**src/rtl/ro_packer_pkg.sv**
```systemverilog
// Shared types and sizing helpers for the ring-oscillator result packer.
package ro_packer_pkg;

    typedef enum logic [1:0] {
        ST_IDLE = 2'd0,
        ST_PACK = 2'd1,
        ST_PAD  = 2'd2,
        ST_DONE = 2'd3
    } t_packer_state;

    function automatic int slots_per_line(input int cl_width, input int slot_width);
        return cl_width / slot_width;
    endfunction

    // A single channel still needs one bit to carry its index.
    function automatic int ch_bits(input int num_ch);
        return (num_ch > 32'sd1) ? $clog2(num_ch) : 32'sd1;
    endfunction

endpackage

```
**src/rtl/ro_result_packer_rr_arbiter.sv**
```systemverilog
// Round-robin arbiter over the sample FIFOs; the pointer restarts at channel 0 on rst or clear.
module rr_arbiter
    import ro_packer_pkg::*;
#(
    parameter  int NUM_CH = 4,
    localparam int IDX_W  = ch_bits(NUM_CH)
) (
    input  logic              clk,
    input  logic              rst,
    input  logic              clear,
    input  logic [NUM_CH-1:0] req,
    input  logic              advance,
    output logic [NUM_CH-1:0] grant,
    output logic [IDX_W-1:0]  grant_idx,
    output logic              valid
);

    localparam int SUM_W = IDX_W + 1;

    logic [IDX_W-1:0]    rr_ptr_q;
    logic [IDX_W-1:0]    rr_ptr_d;
    logic [IDX_W-1:0]    idx_s;
    logic                found_s;
    logic [2*NUM_CH-1:0] rot_s;
    logic [SUM_W-1:0]    sum_s;
    logic [SUM_W-1:0]    sum_nxt_s;

    // Rotate requests so bit k is channel rr_ptr+k, then take the lowest set bit.
    always_comb begin
        rot_s   = {req, req} >> rr_ptr_q;
        found_s = 1'b0;
        idx_s   = '0;
        sum_s   = '0;
        for (int k = 0; k < NUM_CH; k++) begin
            sum_s = {1'b0, rr_ptr_q} + SUM_W'(k);
            if (!found_s && rot_s[k]) begin
                found_s = 1'b1;
                idx_s   = (sum_s >= SUM_W'(NUM_CH)) ? IDX_W'(sum_s - SUM_W'(NUM_CH))
                                                    : IDX_W'(sum_s);
            end else begin
                found_s = found_s;
            end
        end
    end

    // Pointer moves just past the channel that was actually popped.
    always_comb begin
        sum_nxt_s = {1'b0, idx_s} + SUM_W'(1);
        if (clear) begin
            rr_ptr_d = '0;
        end else if (advance && found_s) begin
            rr_ptr_d = (sum_nxt_s >= SUM_W'(NUM_CH)) ? '0 : IDX_W'(sum_nxt_s);
        end else begin
            rr_ptr_d = rr_ptr_q;
        end
    end

    // Round-robin pointer register.
    always_ff @(posedge clk or posedge rst) begin
        if (rst) begin
            rr_ptr_q <= '0;
        end else begin
            rr_ptr_q <= rr_ptr_d;
        end
    end

    assign grant     = found_s ? (NUM_CH'(1) << idx_s) : '0;
    assign grant_idx = idx_s;
    assign valid     = found_s;

endmodule

```
**src/rtl/ro_result_packer.sv**
```systemverilog
// Drains NUM_CH ring-oscillator sample FIFOs round-robin and packs them into cache lines.
// Build option RO_PACKER_CH_TAG_EN stores the source channel in the top bits of each slot.
module ro_result_packer
    import ro_packer_pkg::*;
#(
    parameter int NUM_CH       = 4,
    parameter int SAMPLE_WIDTH = 20,
    parameter int SLOT_WIDTH   = 32,
    parameter int CL_WIDTH     = 512,
    parameter int COUNT_WIDTH  = 32
) (
    input  logic                           clk,
    input  logic                           rst,
    input  logic                           go,
    input  logic [COUNT_WIDTH-1:0]         total_lines,
    input  logic                           flush,
    input  logic [NUM_CH-1:0]              ch_empty,
    input  logic [NUM_CH*SAMPLE_WIDTH-1:0] ch_rd_data,
    output logic [NUM_CH-1:0]              ch_rd_en,
    input  logic                           wr_full,
    output logic                           wr_en,
    output logic [CL_WIDTH-1:0]            wr_data,
    output logic [COUNT_WIDTH-1:0]         lines_written,
    output logic                           busy,
    output logic                           done
);

    localparam int SLOTS   = slots_per_line(CL_WIDTH, SLOT_WIDTH);
    localparam int CH_BITS = ch_bits(NUM_CH);
    localparam int CNT_W   = $clog2(SLOTS + 1);
    localparam logic [CNT_W-1:0] SLOTS_C = CNT_W'(SLOTS);

    if ((CL_WIDTH % SLOT_WIDTH) != 32'sd0) begin : g_bad_line
        $error("CL_WIDTH must be a multiple of SLOT_WIDTH");
    end

    logic [CH_BITS-1:0]      grant_idx_s;
    logic [NUM_CH-1:0]       grant_s;
    logic                    gnt_valid_s;
    logic [SAMPLE_WIDTH-1:0] sample_s;
    logic [SLOT_WIDTH-1:0]   samp_slot_s;

`ifdef RO_PACKER_CH_TAG_EN
    if (SLOT_WIDTH < SAMPLE_WIDTH + CH_BITS) begin : g_bad_slot
        $error("SLOT_WIDTH too small for sample plus channel tag");
    end
    localparam logic [SLOT_WIDTH-1:0] PAD_SLOT = {{CH_BITS{1'b1}}, {(SLOT_WIDTH-CH_BITS){1'b0}}};
    assign samp_slot_s = SLOT_WIDTH'(sample_s) | {grant_idx_s, {(SLOT_WIDTH-CH_BITS){1'b0}}};
`else
    if (SLOT_WIDTH < SAMPLE_WIDTH) begin : g_bad_slot
        $error("SLOT_WIDTH smaller than SAMPLE_WIDTH");
    end
    localparam logic [SLOT_WIDTH-1:0] PAD_SLOT = '0;
    assign samp_slot_s = SLOT_WIDTH'(sample_s);
`endif

    t_packer_state          state_q, state_d;
    logic [CNT_W-1:0]       slot_cnt_q, slot_cnt_d;
    logic [CL_WIDTH-1:0]    line_q, line_d;
    logic [COUNT_WIDTH-1:0] lines_q, lines_d;
    logic [COUNT_WIDTH-1:0] total_q, total_d;
    logic [COUNT_WIDTH:0]   lines_inc_s;
    logic [COUNT_WIDTH-1:0] lines_sat_s;
    logic [CNT_W-1:0]       wr_idx_s;
    logic                   full_s;
    logic                   rd_s;
    logic                   wr_s;
    logic                   last_s;

    rr_arbiter #(
        .NUM_CH (NUM_CH)
    ) u_arb (
        .clk       (clk),
        .rst       (rst),
        .clear     (go),
        .req       (~ch_empty),
        .advance   (rd_s),
        .grant     (grant_s),
        .grant_idx (grant_idx_s),
        .valid     (gnt_valid_s)
    );

    assign sample_s    = SAMPLE_WIDTH'(ch_rd_data >> (int'(grant_idx_s) * SAMPLE_WIDTH));
    assign lines_inc_s = {1'b0, lines_q} + (COUNT_WIDTH+1)'(1);
    assign lines_sat_s = (&lines_q) ? lines_q : lines_inc_s[COUNT_WIDTH-1:0];

    // Packing FSM: a write frees the line in the same cycle, so a concurrent read lands in slot 0.
    always_comb begin
        state_d    = state_q;
        slot_cnt_d = slot_cnt_q;
        line_d     = line_q;
        lines_d    = lines_q;
        total_d    = total_q;
        rd_s       = 1'b0;
        wr_s       = 1'b0;
        last_s     = 1'b0;
        wr_idx_s   = slot_cnt_q;
        full_s     = (slot_cnt_q == SLOTS_C);
        if (go) begin
            total_d    = total_lines;
            slot_cnt_d = '0;
            lines_d    = '0;
            line_d     = '0;
            state_d    = (total_lines == '0) ? ST_DONE : ST_PACK;
        end else begin
            case (state_q)
                ST_PACK: begin
                    wr_s     = full_s && !wr_full;
                    last_s   = wr_s && (lines_inc_s == {1'b0, total_q});
                    rd_s     = gnt_valid_s && !flush && !last_s && (!full_s || wr_s);
                    wr_idx_s = wr_s ? '0 : slot_cnt_q;
                    if (wr_s) begin
                        slot_cnt_d = '0;
                        lines_d    = lines_sat_s;
                    end else begin
                        slot_cnt_d = slot_cnt_q;
                    end
                    if (rd_s) begin
                        for (int s = 0; s < SLOTS; s++) begin
                            line_d[s*SLOT_WIDTH +: SLOT_WIDTH] = (wr_idx_s == CNT_W'(s)) ?
                                samp_slot_s : line_q[s*SLOT_WIDTH +: SLOT_WIDTH];
                        end
                        slot_cnt_d = wr_idx_s + CNT_W'(1);
                    end else begin
                        line_d = line_q;
                    end
                    if (last_s) begin
                        state_d = ST_DONE;
                    end else if (flush) begin
                        state_d = (slot_cnt_d == '0) ? ST_DONE : ST_PAD;
                    end else begin
                        state_d = ST_PACK;
                    end
                end
                ST_PAD: begin
                    if (full_s) begin
                        wr_s = !wr_full;
                        if (wr_s) begin
                            slot_cnt_d = '0;
                            lines_d    = lines_sat_s;
                            state_d    = ST_DONE;
                        end else begin
                            state_d = ST_PAD;
                        end
                    end else begin
                        for (int s = 0; s < SLOTS; s++) begin
                            line_d[s*SLOT_WIDTH +: SLOT_WIDTH] = (CNT_W'(s) >= slot_cnt_q) ?
                                PAD_SLOT : line_q[s*SLOT_WIDTH +: SLOT_WIDTH];
                        end
                        slot_cnt_d = SLOTS_C;
                    end
                end
                ST_IDLE: state_d = ST_IDLE;
                ST_DONE: state_d = ST_DONE;
                default: state_d = ST_IDLE;
            endcase
        end
    end

    // State, line buffer and counters; rst discards any partial line.
    always_ff @(posedge clk or posedge rst) begin
        if (rst) begin
            state_q    <= ST_IDLE;
            slot_cnt_q <= '0;
            line_q     <= '0;
            lines_q    <= '0;
            total_q    <= '0;
        end else begin
            state_q    <= state_d;
            slot_cnt_q <= slot_cnt_d;
            line_q     <= line_d;
            lines_q    <= lines_d;
            total_q    <= total_d;
        end
    end

    assign ch_rd_en      = rd_s ? grant_s : '0;
    assign wr_en         = wr_s;
    assign wr_data       = line_q;
    assign lines_written = lines_q;
    assign busy          = (state_q == ST_PACK) || (state_q == ST_PAD);
    assign done          = (state_q == ST_DONE);

endmodule

```
**config.mk**
```make
export PLATFORM = sky130hd
export DESIGN_NAME = ro_result_packer
export DESIGN_NICKNAME = d
export VERILOG_FILES = /design/src/rtl/ro_packer_pkg.sv /design/src/rtl/ro_result_packer_rr_arbiter.sv /design/src/rtl/ro_result_packer.sv
export SDC_FILE = /design/constraint.sdc
export NUM_CORES = 1
export LEC_CHECK = 0
export BUFFER_PORTS_ARGS = -buffer_cell sky130_fd_sc_hd__buf_2
export CORE_AREA = 2 2 259 261
export DETAILED_ROUTE_END_ITERATION = 8
export DIE_AREA = 0 0 261 263
export PLACE_DENSITY_LB_ADDON = 0.25
export SLEW_MARGIN = 20
export SYNTH_ARGS = -nofsm -noshare
export SYNTH_HDL_FRONTEND = slang
export SYNTH_SLANG_ARGS = --single-unit
```
**constraint.sdc**
```tcl
create_clock -name clk -period 12.4 [get_ports clk]
set_input_delay 0.62 -clock clk [delete_from_list [all_inputs] [get_ports clk]]
set_output_delay 0.62 -clock clk [all_outputs]
set_load 0.005 [all_outputs]
```
# [Word level (Yosys, flattened, before mapping)]
# Index checks and enable logic that the tools add are counted.
[totals] input_bits=121 register_bits=585 wordCells=238 output_inout_bits=551
[classes] n_reduce_logical=43 muxes=80 add_sub_neg=10 bitwise_logic=1 n_lt_le_gt_ge=21 shift=3 eq_ne=58 mul=1
[op_table] operator="two-way mux 512 bit" count=3
[op_table] operator="two-way mux 32 bit" count=37
[op_table] operator="one-hot mux 512 bit (2 select lines)" count=1
[op_table] operator="inequality test 3 bit, second input constant" count=37
[op_table] operator="AND reduction 5 bit" count=16
[op_table] operator="right shift 80 x 7 -> 20 bit" count=1
[op_table] operator="one-hot mux 32 bit (2 select lines)" count=1
[op_table] operator="equality test 5 x 4 -> 1 bit, second input constant" count=8
[op_table] operator="greater-or-equal comparator 4 x 5 -> 1 bit, first input constant" count=8
[op_table] operator="two-way mux 5 bit" count=7
[op_table] operator="adder 32 x 1 -> 33 bit, second input constant" count=1
[op_table] operator="equality test 33 x 32 -> 1 bit" count=1
[op_table] operator="zero test 32 bit" count=1
[op_table] operator="two-way mux 2 bit" count=16
[op_table] operator="AND reduction 32 bit" count=1
[op_table] operator="equality test 5 x 3 -> 1 bit, second input constant" count=4
[op_table] operator="greater-or-equal comparator 3 x 5 -> 1 bit, first input constant" count=4
[op_table] operator="greater-or-equal comparator 3 bit, second input constant" count=4
[op_table] operator="equality test 5 x 2 -> 1 bit, second input constant" count=2
[op_table] operator="greater-or-equal comparator 1 x 5 -> 1 bit, first input constant" count=2
[op_table] operator="greater-or-equal comparator 2 x 5 -> 1 bit, first input constant" count=2
[op_table] operator="zero test 5 bit" count=2
[op_table] operator="two-way mux 1 bit" count=10
[op_table] operator="one-hot mux 5 bit (2 select lines)" count=1
[op_table] operator="25 further kinds" count=47

# [Depth between registers and ports, before layout]
[depth] ltp_word=24 mapped_depth=15 depth_no_buf=12

# [Modules after synthesis]
# A second synthesis with hierarchy kept.
[hier_totals] cells_unflattened=1628 area_unflattened_um2=19536.2
[by_module_without_submodules] module="ro_result_packer" cells_each=1599 n_inst=1 seq_area_each_um2=9784.4 area_per_inst_um2=19267.2
[by_module_without_submodules] module="rr_arbiter" cells_each=29 n_inst=1 seq_area_each_um2=50.0 area_per_inst_um2=269.0

# [Worst setup path before layout]
# Ideal clock, no wire load.
[synth_timing] path_kind="reg2out" start="register slot_cnt_q[1]" end="output port ch_rd_en[0]" arrival_ns=2.984 path_slack_ns=8.796 required_ns=11.780 stages_incl_launch_ff=15 path_buffers=2 cell_sequence="dfrtp_1 -> clkbuf_1 -> inv_1 -> ha_1 -> and4bb_2 -> nand2b_1 -> clkbuf_1 -> a2111oi_0 -> o2111ai_1 -> nor4_1 -> nand4_1 -> or4_4 -> nand2_1 -> nor2_1 -> and2_1"
[synth_between] elab_chain_cells=9 elab_cells_between_ends=11 classes_between="1 x eq/ne; 3 x mux; 7 x reduce/logical"
[synth_rtl] item="start, declared" line_no="ro_result_packer.sv:58" text="logic [CNT_W-1:0] slot_cnt_q, slot_cnt_d;"
[synth_rtl] item="start signal, assigned" line_no="ro_result_packer.sv:170" text="slot_cnt_q <= slot_cnt_d;"
[synth_rtl] item="equality test 5 bit *" line_no="ro_result_packer.sv:98" text="full_s = (slot_cnt_q == SLOTS_C);"
[synth_rtl] item="logical AND 1 bit" line_no="ro_result_packer.sv:108" text="wr_s = full_s && !wr_full;"
[synth_rtl] item="logical AND 1 bit" line_no="ro_result_packer.sv:109" text="last_s = wr_s && (lines_inc_s == {1'b0, total_q});"
[synth_rtl] item="zero test 1 bit" line_no="ro_result_packer.sv:110" text="rd_s = gnt_valid_s && !flush && !last_s && (!full_s || wr_s);"
[synth_rtl] item="logical AND 1 bit" line_no="ro_result_packer.sv:110"
[synth_rtl] item="logical AND 1 bit *" line_no="ro_result_packer.sv:110"
[synth_rtl] item="two-way mux 1 bit *" line_no="ro_result_packer.sv:106" text="case (state_q)"
[synth_rtl] item="two-way mux 1 bit *" line_no="ro_result_packer.sv:99" text="if (go) begin"
[synth_rtl] item="two-way mux 4 bit *" line_no="ro_result_packer.sv:177" text="assign ch_rd_en = rd_s ? grant_s : '0;"
[synth_rtl] item="end, declared" line_no="ro_result_packer.sv:19" text="output logic [NUM_CH-1:0] ch_rd_en,"
# Mark *: on every way between the ends. The rest lies on a longest branch, timed or not.

# [Final worst setup path]
[layout_timing] start="register slot_cnt_q[1]" end="output port ch_rd_en[2]"
# The elaborated chain is that of the path after synthesis.

==> flow_summary.json <==
{
  "outcome": "finished clean",
  "holdWs_ps": 119,
  "rows": 94,
  "clk_pin_slew_ps": 60,
  "cts_tree": "yes",
  "dr.pass1.iters": 5,
  "endpoint_kind": "primary output",
  "cp.depth": 13,
  "vias_per_cell": 4.59,
  "post_cts_buffers": 0,
  "wl_per_cell_um": 21.1,
  "gp_congestion": 0.874,
  "slew-limit-headroom": 0.275,
  "cts.sinks": 393,
  "drv_cap": 0,
  "start_util": 0.291,
  "fin_area_um2": 23400,
  "grt_pass1_vias": 13500,
  "finalHoldViolCount": 0,
  "cts_root_buffer": "clkbuf_16",
  "instances_no_fill": 2887,
  "final_common_cell": "buf_2",
  "startpoint": "slot_cnt_q[1]$_DFFE_PP0P_",
  "ys_seq_area_frac": 0.516,
  "io_pins": 672,
  "synthArstFlopShare": 1.00,
  "cp_num_buf_inv": 2,
  "crit_type": "register to primary output",
  "drive_gt1_frac": 0.439,
  "cts-hold-fix-buffers": 0,
  "critPathSlowestCell": "a2111oi_0",
  "yosysWarnings": 0,
  "crit_chain": "inv_1, ha_1, and4bb_2, nand2b_1, a2111oi_0, o2111ai_1, nor4_1, nand4_1, or4_4, nand2_1, nor2_1, and2_1, buf_2",
  "reg2regPathDepth": 12,
  "ant_nets": 0,
  "synth_area_per_cell_um2": 12.5,
  "numPortBuffers": 479,
  "critical_path.top_delay_family": "simple AND/OR/NAND/NOR gates",
  "ys.flop_type": "dfrtp_1",
  "finalSetupTns_ps": 0,
  "grt_first_pass_wirelength_um": 89100,
  "finalCritPeriodShare": 0.403,
  "finalWirelength_um": 61000,
  "cts_htree_levels": 2,
  "syn_to_final_growth_pct": 22.9,
  "leakage_nw": 11.8,
  "crit-reg2reg-launch": "slot_cnt_q[1]$_DFFE_PP0P_",
  "syn_inst": 1522,
  "ir_drop_v": 0.000135,
  "layout.nets": 2116,
  "mostFrequentLayoutCells": "479 x buf_2, 393 x dfrtp_1, 253 x mux2_2, 192 x conb_1, 101 x mux2_1",
  "grt.overflow.total": 0,
  "ys_ff_latch": 393,
  "clk_latency_ps": 590,
  "period_needed_ps": 5000,
  "synth_edf_count": 0,
  "die-height_um": 263,
  "cp_max_fo": 12,
  "ctsResizeCount": 0,
  "hpwl_um": 44200,
  "cp.required_ps": 11780,
  "post_dp_cell_area_um2": 21800,
  "clock_skew_ps": 22.9,
  "slew_violations": 0,
  "synth_area_um2": 19100,
  "dp.cells": 2794,
  "worst_slew_pin_slew_ps": 1090,
  "clockBufferDepth": 3,
  "cts_buffers": 48,
  "drc": 0,
  "p_per_area_nw_per_um2": 247,
  "dieArea_um2": 68600,
  "max_stage_delay_ps": 520,
  "antenna_found_initial": 4,
  "rsz0062_at_grt": "false",
  "finalSetupViolCount": 0,
  "core_um2": 65600,
  "grt_max_degree": 172,
  "hold_path.class": "primary input to asynchronous set/reset pin",
  "drt_iter0_markers": 685,
  "start_kind": "register",
  "track_usage": 0.172,
  "synth_cell_types": 65,
  "arrival_ps": 4380,
  "num_vias": 13300,
  "die_w_um": 261,
  "max_freq_mhz": 200
}
report_power, final:
group          internal [mW]  switching [mW]
combinational           1.09            1.21
sequential              1.79           0.262
clock                  0.850           0.587
area by class of cell:
type / instances / area, um2
fill: 6553 / 42200
sequential: 393 / 9830
multi-input combinational: 1019 / 8180
timing repair buffer: 505 / 2640
clock buffer: 67 / 1380
tap: 864 / 1080
clock inverter: 23 / 254
inverter: 14 / 60.1
antenna: 2 / 5.00
cells in the mapped netlist (3+ instances only):
master	number	share of area
dfrtp_1	393	0.52
mux2_2	253	0.15
buf_4	198	0.078
mux2_1	101	0.060
clkbuf_1	66	0.013
nor2_1	55	0.011
xnor2_1	41	0.019
nand2_1	40	0.0079
a21oi_1	33	0.0087
xor2_1	30	0.014
o21ai_0	23	0.0060
and2_0	20	0.0066
mux4_2	20	0.024
nor3_1	20	0.0052
nand3_1	19	0.0050
nand4_1	17	0.0056
nor4_1	16	0.0052
ha_1	14	0.0092
inv_1	14	0.0028
and2_1	12	0.0039
buf_2	12	0.0031
buf_1	11	0.0022
a31oi_1	10	0.0033
nor2b_1	10	0.0033
and3_1	9	0.0030
or3_1	8	0.0026
nand2b_1	5	0.0016
o22ai_1	5	0.0016
a211o_1	4	0.0018
a21boi_0	4	0.0016
and4_1	4	0.0018
a211oi_1	3	0.0012
a311oi_1	3	0.0014
nand4b_1	3	0.0014
or2_2	3	0.00098
or4_1	3	0.0012
registers in the layout, summed over array words and instances (netlist names):
| signal | count |
|---|---|
| total_q | 32 |
| slot_cnt_q | 5 |
| lines_written | 32 |
| u_arb.rr_ptr_q | 2 |
| wr_data | 320 |
| state_q | 2 |
stage by stage:
step           power, mW   util  worst slack, ps
6_report            5.79  0.357             7400
5_1_grt             6.15  0.357             6950
4_1_cts             5.89  0.357             7350
3_3_place_gp        4.37  0.332             7750
2_1_floorplan       3.33      -              854
3_5_place_dp        4.41  0.332             7530
per-layer routing:
| layer | up-vias | part of all wire | GRT usage |
|---|---|---|---|
| li1 | 5875 | - | - |
| met1 | 6798 | 0.39 | 0.202 |
| met2 | 493 | 0.51 | 0.307 |
| met3 | 98 | 0.061 | 0.0375 |
| met4 | 0 | 0.035 | 0.0639 |
| met5 | - | 0 | 0 |
kinds of logic after synthesis:
family                     count (synthesis)  share of synthesized area
AOI/OAI and AO/OA                        109                     0.0361
xor gates and xnor gates                  71                     0.0326
adders and majority gates                 14                    0.00919
buffers and inverters                    301                     0.0990
DFF                                      393                      0.516
muxes                                    376                      0.234
other                                      1                   0.000197
and+or+nand+nor                          257                     0.0734
worst paths after layout:
| kind | endpoint | slack, ps |
|---|---|---|
| worst max register to register | wr_data[487]$_DFFE_PP0P_ | 7560 |
| max in group asynchronous | wr_data[487]$_DFFE_PP0P_ | 10850 |
| worst min-delay path | wr_data[177]$_DFFE_PP0P_ | 120 |
| worst max-delay path | ch_rd_en[2] | 7400 |
| worst min register to register | wr_data[10]$_DFFE_PP0P_ | 480 |
| min in group clk | total_q[10]$_DFFE_PP0P_ | 280 |
Power figures use the tool's default switching activity.
